<file path="config.mk">
export PLATFORM = sky130hd
export DESIGN_NAME = game_flow_ctrl
export DESIGN_NICKNAME = d
export VERILOG_FILES = /design/src/rtl/game_flow_ctrl.sv
export SDC_FILE = /design/constraint.sdc
export NUM_CORES = 1
export LEC_CHECK = 0
export BUFFER_PORTS_ARGS = -buffer_cell sky130_fd_sc_hd__buf_2
export CAP_MARGIN = 20
export CELL_PAD_IN_SITES_DETAIL_PLACEMENT = 1
export CELL_PAD_IN_SITES_GLOBAL_PLACEMENT = 1
export CORE_MARGIN = 2
export CORE_UTILIZATION = 45
export DETAILED_ROUTE_END_ITERATION = 7
export GPL_TIMING_DRIVEN = 1
export PLACE_DENSITY_LB_ADDON = 0.05
export SETUP_SLACK_MARGIN = 0.1
export SLEW_MARGIN = 30
export SYNTH_ARGS = -nofsm -noshare
export SYNTH_HDL_FRONTEND = slang
export SYNTH_SLANG_ARGS = --single-unit
</file>
<file path="constraint.sdc">
create_clock -name clk -period 3.3 [get_ports clk]
set_clock_uncertainty 0.05 [all_clocks]
set_input_delay 0.66 -clock clk [delete_from_list [all_inputs] [get_ports clk]]
set_output_delay 0.66 -clock clk [all_outputs]
set_load 0.1 [all_outputs]
</file>
<file path="src/rtl/game_flow_ctrl.sv">
// ---------------------------------------------------------------------------
// game_flow_ctrl
//   Match sequencer for the 8-LED ping-pong game. Releases the ball by driving
//   the LED mover's game_start, watches its LED bus to judge hits and misses
//   at each end, keeps both scores and declares the winner.
//
// Ports
//   clk          in   1  system clock
//   rst          in   1  synchronous reset, active low
//   i_tick       in   1  1 ms strobe, one clk wide
//   i_start      in   1  start-match pulse
//   i_btn_l/r    in   1  debounced player hit pulses
//   i_led        in   8  LED mover bus (bit0 = left end, bit7 = right end)
//   o_game_start out  1  high only in PLAY
//   o_game_over  out  1  high only in OVER
//   o_score_l/r  out  4  scores
//   o_winner     out  2  00 none, 01 left, 10 right
//   o_hit        out  1  one-clk pulse per judged hit
//   o_state      out  3  IDLE=0 SERVE=1 PLAY=2 POINT=3 OVER=4
// ---------------------------------------------------------------------------
module game_flow_ctrl #(
    parameter int WIN_SCORE = 5,
    parameter int SERVE_MS  = 500,
    parameter int POINT_MS  = 1000
) (
    input  logic       clk,
    input  logic       rst,
    input  logic       i_tick,
    input  logic       i_start,
    input  logic       i_btn_l,
    input  logic       i_btn_r,
    input  logic [7:0] i_led,
    output logic       o_game_start,
    output logic       o_game_over,
    output logic [3:0] o_score_l,
    output logic [3:0] o_score_r,
    output logic [1:0] o_winner,
    output logic       o_hit,
    output logic [2:0] o_state
);

    typedef enum logic [2:0] {
        IDLE  = 3'd0,
        SERVE = 3'd1,
        PLAY  = 3'd2,
        POINT = 3'd3,
        OVER  = 3'd4
    } state_e;

    state_e      state_q;
    logic [15:0] timer_q;
    logic [7:0]  led_prev_q;
    logic [3:0]  score_l_q, score_r_q;
    logic [1:0]  winner_q;
    logic        hit_l_q, hit_r_q, serve_armed_q;
    logic        game_start_q, game_over_q, hit_pulse_q;

    // A window is open while the end LED is lit; it closes on the falling
    // edge of that LED. A press in the closing cycle still sees led_prev lit,
    // so it counts as a hit.
    logic close_r, close_l, press_r, press_l, miss_r, miss_l;
    logic serve_done, point_done;
    logic [3:0] score_l_inc, score_r_inc;

    assign close_r = led_prev_q[7] & ~i_led[7];
    assign close_l = led_prev_q[0] & ~i_led[0];
    assign press_r = i_btn_r & (i_led[7] | led_prev_q[7]);
    // The serve visit to bit0 is not judged at all.
    assign press_l = i_btn_l & (i_led[0] | led_prev_q[0]) & ~serve_armed_q;
    assign miss_r  = close_r & ~hit_r_q & ~press_r;
    assign miss_l  = close_l & ~serve_armed_q & ~hit_l_q & ~press_l;

    assign serve_done  = i_tick && (timer_q == 16'(SERVE_MS - 1));
    assign point_done  = i_tick && (timer_q == 16'(POINT_MS - 1));
    assign score_l_inc = score_l_q + 4'd1;
    assign score_r_inc = score_r_q + 4'd1;

    always_ff @(posedge clk) begin
        if (!rst) begin
            state_q       <= IDLE;
            timer_q       <= '0;
            led_prev_q    <= '0;
            score_l_q     <= '0;
            score_r_q     <= '0;
            winner_q      <= '0;
            hit_l_q       <= 1'b0;
            hit_r_q       <= 1'b0;
            serve_armed_q <= 1'b0;
            game_start_q  <= 1'b0;
            game_over_q   <= 1'b0;
            hit_pulse_q   <= 1'b0;
        end else begin
            led_prev_q  <= i_led;
            hit_pulse_q <= 1'b0;
            if (i_tick) timer_q <= timer_q + 16'd1;

            case (state_q)
                IDLE, OVER: begin
                    if (i_start) begin
                        state_q     <= SERVE;
                        timer_q     <= '0;
                        score_l_q   <= '0;
                        score_r_q   <= '0;
                        winner_q    <= '0;
                        game_over_q <= 1'b0;
                    end
                end
                SERVE: begin
                    if (serve_done) begin
                        state_q       <= PLAY;
                        timer_q       <= '0;
                        game_start_q  <= 1'b1;
                        serve_armed_q <= 1'b1;
                        hit_l_q       <= 1'b0;
                        hit_r_q       <= 1'b0;
                    end
                end
                PLAY: begin
                    hit_pulse_q <= (press_r & ~hit_r_q) | (press_l & ~hit_l_q);
                    if (press_r) hit_r_q <= 1'b1;
                    if (press_l) hit_l_q <= 1'b1;
                    // Later assignments win: every close clears its flag.
                    if (close_r) hit_r_q <= 1'b0;
                    if (close_l) begin
                        hit_l_q       <= 1'b0;
                        serve_armed_q <= 1'b0;
                    end
                    if (miss_r || miss_l) begin
                        state_q      <= POINT;
                        timer_q      <= '0;
                        game_start_q <= 1'b0;
                    end
                    if (miss_r) begin
                        score_l_q <= score_l_inc;
                        if (score_l_inc == 4'(WIN_SCORE)) winner_q <= 2'b01;
                    end else if (miss_l) begin
                        score_r_q <= score_r_inc;
                        if (score_r_inc == 4'(WIN_SCORE)) winner_q <= 2'b10;
                    end
                end
                POINT: begin
                    if (point_done) begin
                        timer_q <= '0;
                        if (score_l_q == 4'(WIN_SCORE) || score_r_q == 4'(WIN_SCORE)) begin
                            state_q     <= OVER;
                            game_over_q <= 1'b1;
                        end else begin
                            state_q <= SERVE;
                        end
                    end
                end
                default: state_q <= IDLE;
            endcase
        end
    end

    assign o_game_start = game_start_q;
    assign o_game_over  = game_over_q;
    assign o_score_l    = score_l_q;
    assign o_score_r    = score_r_q;
    assign o_winner     = winner_q;
    assign o_hit        = hit_pulse_q;
    assign o_state      = state_q;

endmodule

</file>
==> results of run 1 <==
## synthesized netlist by cell type (3+ instances only)
| cell type | instances |
|---|---|
| dfxtp_1 | 37 |
| nor2_1 | 29 |
| nand2_1 | 14 |
| o21ai_0 | 12 |
| inv_1 | 11 |
| nand3_1 | 11 |
| xnor2_1 | 11 |
| a21oi_1 | 10 |
| nor3_1 | 9 |
| ha_1 | 8 |
| xor2_1 | 8 |
| and3_1 | 5 |
| nand4_1 | 5 |
| nand3b_1 | 4 |
| nor3b_1 | 4 |
| a31oi_1 | 3 |
| and2_1 | 3 |
| buf_2 | 3 |
| nor4_1 | 3 |
| o211ai_1 | 3 |
| o22ai_1 | 3 |
## per-layer routing
layer,vias up,GRT usage (%),part of all wire [%]
met2,29,37.3,50
met5,-,0,0
li1,871,-,-
met3,4,4.62,3.0
met4,0,5.13,0.87
met1,844,22.9,46
## layout by cell type, fill, tap and decap left out, types with 3 or more instances in the layout
cell / instances
a21oi_1: 10
a31oi_1: 3
and2_1: 3
and3_1: 5
buf_2: 23
clkbuf_8: 6
dfxtp_1: 37
ha_1: 8
inv_1: 11
nand2_1: 14
nand3_1: 11
nand3b_1: 4
nand4_1: 5
nor2_1: 29
nor3_1: 9
nor3b_1: 4
nor4_1: 3
o211ai_1: 3
o21ai_0: 12
o22ai_1: 3
xnor2_1: 11
xor2_1: 8
## worst paths after layout
kind,start,endpoint,slack (ps),cells past startpoint
setup reg to reg,o_state[1],o_score_l[3],1130,5
hold / removal,o_game_over,o_game_over,420,2
setup / recovery,o_state[1],o_score_l[3],1130,5
hold reg to reg,o_game_over,o_game_over,420,2
## through the flow
| step | power (uW) | area, um2 | utilization [%] | std cells |
|---|---|---|---|---|
| floorplan | 974 | 1980 | - | 232 |
| global placement | 1070 | 2150 | 50.0 | 303 |
| finish | 1380 | 2230 | 52.0 | 310 |
| detailed placement | 1070 | 2150 | 50.0 | 303 |
| CTS | 1400 | 2230 | 52.0 | 310 |
| global route | 1470 | 2230 | 52.0 | 310 |
## registers in the layout, summed over array words and instances (netlist names)
register and cells:
hit_l_q 1, hit_r_q 1, led_prev_q 2, o_game_over 1
o_game_start 1, o_hit 1, o_score_l 4, o_score_r 4
o_state 3, o_winner 2, serve_armed_q 1, timer_q 16
## worst reg2reg max path, stage by stage, from the launching register on
cell and delay (ps):
dfxtp_1 570, nand2b_1 230, a21oi_1 420, nand2_2 170
or4_1 500, a21oi_1 160
## cell families (layout without fill, tap and decap cells)
logic type	count (synthesis)	after routing	synth area share (%)
xor gates and xnor gates	19	19	8.39
DFF	37	37	37.3
adders and majority gates	8	8	5.04
and+or+nand+nor	104	104	28.6
AOI/OAI and AO/OA	44	44	15.6
buffers and inverters	18	44	3.97
muxes	2	2	1.01
## report_power, final
group | leakage [uW] | total [uW] | switching (uW) | internal [uW]
clock | 0.0000443 | 318 | 153 | 166
sequential | 0.000300 | 544 | 62.9 | 481
combinational | 0.000512 | 523 | 368 | 155
## cell type report
cell class                 count  area (um2)  area share (%)
clock buffer                   7        86.3            3.87
timing repair buffer          25         130            5.83
inverter                      12        45.0            2.02
multi-input combinational    177        1160            52.2
tap                           52        65.1            2.91
sequential                    37         741            33.2
==> results_dict.tcl, run 1 <==
set metrics [dict create \
    outcome "finished, final reports clean" \
    fin_crit_ps 2170 \
    min_path_type "flip-flop to flip-flop" \
    grt_pass1_vias 1758 \
    worstMarginPinSlew_ps 547 \
    vias 1748 \
    drv_slew 0 \
    cpMaxStageDelayCell "dfxtp_1" \
    fin_crit_sh_pct 65.8 \
    die_h_um 70.4 \
    crit_type "flip-flop to flip-flop" \
    hold_viol 0 \
    synth_top_area_share_pct 37.3 \
    clockRootBuffer "clkbuf_8" \
    cts_tree "done" \
    io_pins 30 \
    powerDensity_mw_per_mm2 620 \
    synth_area_per_cell_um2 8.55 \
    hold_slack_ps 417 \
    start_kind "flip-flop" \
    synthDistinctLibCells 50 \
    die_w_um 70.4 \
    final.setup.tns_ps 0 \
    setup_viol 0 \
    rows 24 \
    path_common_cell "a21oi_1" \
    htree_levels 2 \
    synth_top_area_cell "dfxtp_1" \
    async_flop_share_pct 0 \
    required_ps 3450 \
    irDropWorstVdd_uv 344 \
    antennaDiodeCount 0 \
    drive_above_1_share_pct 15.9 \
    critPathBufInv 0 \
    area_delta_synth_final_pct 12.5 \
    insertion_delay_ps 280 \
    detail_route.first_pass.iterations 4 \
    fill_cells 547 \
    setup_slack_ps 1130 \
    design.die.area_mm2 0.00496 \
    clockBufferDepth 2 \
    place_ws_ps 880 \
    dp_hpwl_um 3390 \
    core_mm2 0.00429 \
    post_cts_buffers 0 \
    max_slew_margin_pct 63.3 \
    crit_path_max_fanout 14 \
    ys_ff_latch 37 \
    routed_wl_um 4600 \
    grt_util_all_layers_pct 20.1 \
    fmax_mhz 460 \
    synth.area.top_cells "dfxtp_1 37%, nor2_1 5.5%, ha_1 5.0%" \
    nets 280 \
    ys_dominant_reg_cell "dfxtp_1" \
    path_cells "nand2b_1, a21oi_1, nand2_2, or4_1, a21oi_1" \
    rsz0062_at_grt "false" \
    via_per_inst 5.64 \
    grt_max_degree 18 \
    cts_hold_buf 0 \
    cpPeakStageDelay_ps 570 \
    critPathArrivalTime_ps 2320 \
    post_cts_resized 0 \
    yosysSeqAreaShare_pct 37.3 \
    gr-total-overflow 0 \
    antenna_found_initial 0 \
    synth-edff-count 0 \
    first_iter_violations 53 \
    yosysWarnings 0 \
    start_util_pct 46.2 \
    syn_area_mm2 0.00198 \
    netlist_instances 232 \
    grt_pass1_wl_um 7960 \
    ant_nets 0 \
    cts_made_buffers 5 \
    cts.clk_slew.worst_paths_ps 70 \
    p_leak_uw 0.000856 \
    gp_congestion 0.762 \
    drv_cap 0 \
    clock_sinks 37 \
    io_buffers 23 \
    wl_per_cell_um 14.8 \
    drcViolationCount 0 \
    endpoint_kind "flip-flop" \
    path_delay_family "simple AND/OR/NAND/NOR gates" \
    syn_nets 254 \
]
Note: power is estimated with default switching activity, not from simulation.
==> run 2, diff against run 1 <==
--- a/config.mk
+++ b/config.mk
@@ -10,7 +10,7 @@
 export CELL_PAD_IN_SITES_DETAIL_PLACEMENT = 1
 export CELL_PAD_IN_SITES_GLOBAL_PLACEMENT = 1
 export CORE_MARGIN = 2
-export CORE_UTILIZATION = 45
+export CORE_UTILIZATION = 38
 export DETAILED_ROUTE_END_ITERATION = 7
 export GPL_TIMING_DRIVEN = 1
 export PLACE_DENSITY_LB_ADDON = 0.05
==> constraint.sdc (replaced) <==
create_clock -name clk -period 1.9 [get_ports clk]
set_clock_uncertainty 0.05 [all_clocks]
set_input_delay 0.38 -clock clk [delete_from_list [all_inputs] [get_ports clk]]
set_output_delay 0.38 -clock clk [all_outputs]
set_load 0.1 [all_outputs]
==> results_dict.tcl, run 2 (synthesis gave the netlist of run 1 again) <==
set metrics [dict create \
    outcome "complete, but fails checks" \
    violations "setup timing" \
    drv_slew 0 \
    power.switching_uw 1280 \
    io_buffers 23 \
    power_frac_comb_pct 50.1 \
    critPathArrivalTime_ps 2050 \
    start_util_pct 39.1 \
    drive_above_1_share_pct 38.8 \
    regMostFlops "timer_q" \
    gp_congestion 0.778 \
    fmax_mhz 522 \
    place_ws_ps -244 \
    largest_register_ff_count 16 \
    fill_cells 614 \
    fin_crit_ps 1920 \
    hold_start "i_led[0]" \
    p_leak_uw 0.00103 \
    clock_sinks 37 \
    setup_viol 13 \
    r2r_start "hit_l_q" \
    first_iter_violations 98 \
    cts_made_buffers 5 \
    crit_type "flip-flop to flip-flop" \
    cts.clk_slew.worst_paths_ps 80 \
    grt_max_degree 16 \
    max_slew_margin_pct 64.0 \
    clockPowerShare_pct 19.5 \
    cts_hold_buf 0 \
    swShare_pct 42.9 \
    multi_input_area_mm2 0.00136 \
    rr_endpoint "timer_q[15]" \
    core_mm2 0.00507 \
    whs_path_depth 2 \
    seqPwrFrac_pct 30.5 \
    fin_util_pct 52.7 \
    io_pins 30 \
    start_kind "flip-flop" \
    p_int_uw 1710 \
    rows 26 \
    routed_wl_um 5510 \
    vias 1880 \
    r2r_slack_ps -20 \
    required_ps 2030 \
    ant_nets 0 \
    rr_worst_depth 5 \
    grt_pass1_vias 1864 \
    hold_viol 0 \
    drcViolationCount 0 \
    clockBufferDepth 2 \
    design.die.area_mm2 0.00582 \
    drv_cap 0 \
    grt_util_all_layers_pct 19.5 \
    antennaDiodeCount 0 \
    irDropWorstVdd_uv 574 \
    clockRootBuffer "clkbuf_8" \
    hold_end "led_prev_q[0]" \
    insertion_delay_ps 290 \
    setup_slack_ps -15.8 \
    antenna_found_initial 0 \
    nets 307 \
    worstMarginPinSlew_ps 533 \
    dp_hpwl_um 3930 \
    detail_route.first_pass.iterations 4 \
    die_w_um 76.3 \
    regArea_um2 771 \
    die_h_um 76.3 \
    hold_slack_ps 274 \
    min_path_type "primary input to flip-flop" \
    grt_pass1_wl_um 9200 \
    area_delta_synth_final_pct 34.9 \
    cts_tree "done" \
    fin_crit_sh_pct 101 \
    crit_path_max_fanout 8 \
    wl_per_cell_um 15.5 \
    gr-total-overflow 0 \
    layout_common_cells "28 x nor2_1, 28 x buf_4, 23 x dfxtp_1, 23 x buf_2, 14 x nand2_1" \
    via_per_inst 5.28 \
    rsz0062_at_grt "true" \
    powerDensity_mw_per_mm2 1120 \
    htree_levels 2 \
    endpoint_kind "flip-flop" \
]
## run 2: changes by cell type in the layout (fill, tap and decap cells not counted), moves of 4 or more
cell	delta
dfxtp_1	-14
dfxtp_2	+9
nor3_1	-4
buf_4	+26
o21ai_0	-4
a21oi_1	-4
dfxtp_4	+5
## run 2: what timing repair did
item,CTS,global route
buffers inserted,0,1
gates cloned,1,0
pin swaps,7,17
endpoints found under the setup margin,30,31
gates resized for setup,18,23
## run 2: per-stage QoR
stage / total power, uW / cell area [um2] / instances / setup TNS, ps
2_1_floorplan: 1750 / 2030 / 232 / 0
3_3_place_gp: 2110 / 2400 / 346 / -3670
3_5_place_dp: 2130 / 2400 / 346 / -4710
4_1_cts: 2880 / 2570 / 355 / 0
5_1_grt: 3150 / 2680 / 356 / -1130
6_report: 2990 / 2680 / 356 / -99.8
## run 2: critical path, stage by stage (launching register included)
cell and delay (ps):
dfxtp_2 320, or4b_4 550, o211ai_1 290, and3_4 290, a31o_4 230, nor2_1 60
## run 2: power by group through the flow
stage	logic (uW)	clock network (uW)	registers (uW)
6_report	1500	582	912
3_5_place_dp	1200	0	928
2_1_floorplan	624	0	1120
3_3_place_gp	1190	0	926
5_1_grt	1600	632	920
4_1_cts	1370	605	910
## run 2: worst max path at each step
stage	start	to	slack, ps	cells past startpoint
after CTS	hit_l_q	o_state[1]	0.6	5
after global placement	i_led[0]	hit_l_q	-180	7
after floorplan	o_state[0]	timer_q[1]	40	6
final	hit_l_q	timer_q[15]	-20	5
after global routing	hit_l_q	timer_q[8]	-80	5
after detailed placement	i_led[7]	o_score_r[2]	-240	7
## run 2: layout make-up
class                           instances  share of cell area, %
Multi-Input combinational cell        178                   50.7
Sequential cell                        37                   28.8
Timing Repair Buffer                   51                   12.2
Clock buffer                            8                   3.37
Tap cell                               70                   3.27
Inverter                               12                   1.68
## run 2: routing by layer
layer | GRT usage [%] | up-vias | wire (um)
li1 | - | 932 | -
met1 | 28.2 | 918 | 2930
met2 | 29.1 | 23 | 2380
met3 | 4.15 | 7 | 142
met4 | 6.00 | 0 | 54
met5 | 0 | - | 0
==> run 3, diff against run 2 <==
--- a/config.mk
+++ b/config.mk
@@ -14,7 +14,6 @@
 export DETAILED_ROUTE_END_ITERATION = 7
 export GPL_TIMING_DRIVEN = 1
 export PLACE_DENSITY_LB_ADDON = 0.05
-export SETUP_SLACK_MARGIN = 0.1
 export SLEW_MARGIN = 30
 export SYNTH_ARGS = -nofsm -noshare
 export SYNTH_HDL_FRONTEND = slang
==> results_dict.tcl, run 3 (synthesis gave the netlist of run 1 again) <==
set metrics [dict create \
    rows 26 \
    post_cts_buffers 0 \
    insertion_delay_ps 290 \
    worstMarginPinSlew_ps 507 \
    hold_viol 0 \
    start_util_pct 39.1 \
    cpMaxStageDelayCell "or4b_4" \
    detail_route.first_pass.iterations 4 \
    critPathBufInv 0 \
    cts.clk_slew.worst_paths_ps 80 \
    routed_wl_um 5440 \
    io_pins 30 \
    io_buffers 23 \
    clock_sinks 37 \
    drv_slew 0 \
    htree_levels 2 \
    r2r_slack_ps 20 \
    gr-total-overflow 0 \
    fin_crit_ps 1880 \
    nets 309 \
    grt_max_degree 16 \
    antennaDiodeCount 0 \
    die_h_um 76.3 \
    antenna_found_initial 0 \
    path_delay_family "simple AND/OR/NAND/NOR gates" \
    start_kind "flip-flop" \
    grt_util_all_layers_pct 19.6 \
    setup_viol 0 \
    drive_above_1_share_pct 33.3 \
    path_depth 5 \
    path_cells "or4b_4, o211ai_1, and3_4, a31o_4, nor2_1" \
    clockBufferDepth 2 \
    min_path_type "primary input to flip-flop" \
    first_iter_violations 39 \
    rr_worst_depth 5 \
    grt-busiest-layer "met2" \
    r2r_start "hit_l_q" \
    fmax_mhz 531 \
    irDropWorstVdd_uv 525 \
    regMostFlops "timer_q" \
    worstSetupEndpoint "timer_q[10]" \
    drcViolationCount 0 \
    outcome "finished, final reports clean" \
    hold_slack_ps 356 \
    grt_pass1_wl_um 9160 \
    fin_util_pct 50.7 \
    cts_tree "done" \
    largest_register_ff_count 16 \
    max_slew_margin_pct 65.8 \
    whs_path_depth 2 \
    met2_usage_pct 35.8 \
    endpoint_kind "flip-flop" \
    gp_congestion 0.775 \
    layout_common_cells "30 x buf_4, 28 x nor2_1, 26 x dfxtp_1, 23 x buf_2, 14 x nand2_1" \
    crit_type "flip-flop to flip-flop" \
    fill_cells 649 \
    worstSetupStartpoint "hit_l_q" \
    final_common_cell "buf_4" \
    die_w_um 76.3 \
    met1_usage_pct 22.5 \
    cts_made_buffers 5 \
    powerDensity_mw_per_mm2 1090 \
    via_per_inst 5.25 \
    critPathArrivalTime_ps 2020 \
    rr_endpoint "timer_q[10]" \
    dp_hpwl_um 3880 \
    required_ps 2040 \
    design.die.area_mm2 0.00582 \
    p_leak_uw 0.00103 \
    core_mm2 0.00507 \
    wl_per_cell_um 15.2 \
    drv_cap 0 \
    grt_pass1_vias 1890 \
    cpPeakStageDelay_ps 550 \
    hold_start "rst" \
    area_delta_synth_final_pct 29.8 \
    rsz0062_at_grt "true" \
    ant_nets 0 \
    fin_crit_sh_pct 99.2 \
    grtUsageMet3_pct 4.38 \
    vias 1879 \
    crit_path_max_fanout 8 \
    clockRootBuffer "clkbuf_8" \
]
[run 3: per-layer routing]
layer	share of wire (%)	vias up	wire length (um)
met2	53	19	2880
met4	1.2	0	67
met5	0	-	0
met1	43	915	2350
li1	-	939	-
met3	2.6	6	140
[run 3: through the flow]
| stage | setup TNS, ps | std cells | total power [uW] | worst slack, ps | cell area, um2 |
|---|---|---|---|---|---|
| 2_1_floorplan | -2.64 | 232 | 1730 | -2.64 | 2010 |
| 3_3_place_gp | -4300 | 349 | 2120 | -197 | 2400 |
| 3_5_place_dp | -4680 | 349 | 2130 | -206 | 2400 |
| 4_1_cts | -23.9 | 358 | 2770 | -23.9 | 2530 |
| 5_1_grt | -314 | 358 | 2980 | -48.1 | 2570 |
| 6_report | 0 | 358 | 2800 | 15.6 | 2570 |
[run 3: worst min path at each step]
stage,endpoint
6_report,o_winner[0]
5_1_grt,o_winner[0]
4_1_cts,o_winner[0]
3_5_place_dp,o_game_over
3_3_place_gp,o_game_over
2_1_floorplan,serve_armed_q
[run 3: final cells by class]
class	count	area [um2]	area share, %
timing repair buffer	53	340	13.2
sequential	37	762	29.6
multi-input combinational	178	1250	48.7
clock buffer	5	68.8	2.67
tap	70	87.6	3.40
clock inverter	3	17.5	0.680
inverter	12	45.0	1.75
[run 3: where the power goes]
group | switching (uW) | internal, uW
clock | 298 | 253
combinational | 834 | 509
sequential | 61.8 | 846
total | 1190 | 1610
[run 3: what timing repair did]
| item | in CTS | in global routing |
|---|---|---|
| gates cloned | 1 | 0 |
| gates resized for setup | 6 | 13 |
| endpoints found under the setup margin | 24 | 28 |
| pin swaps | 5 | 5 |
| hold buffers | 0 | 0 |
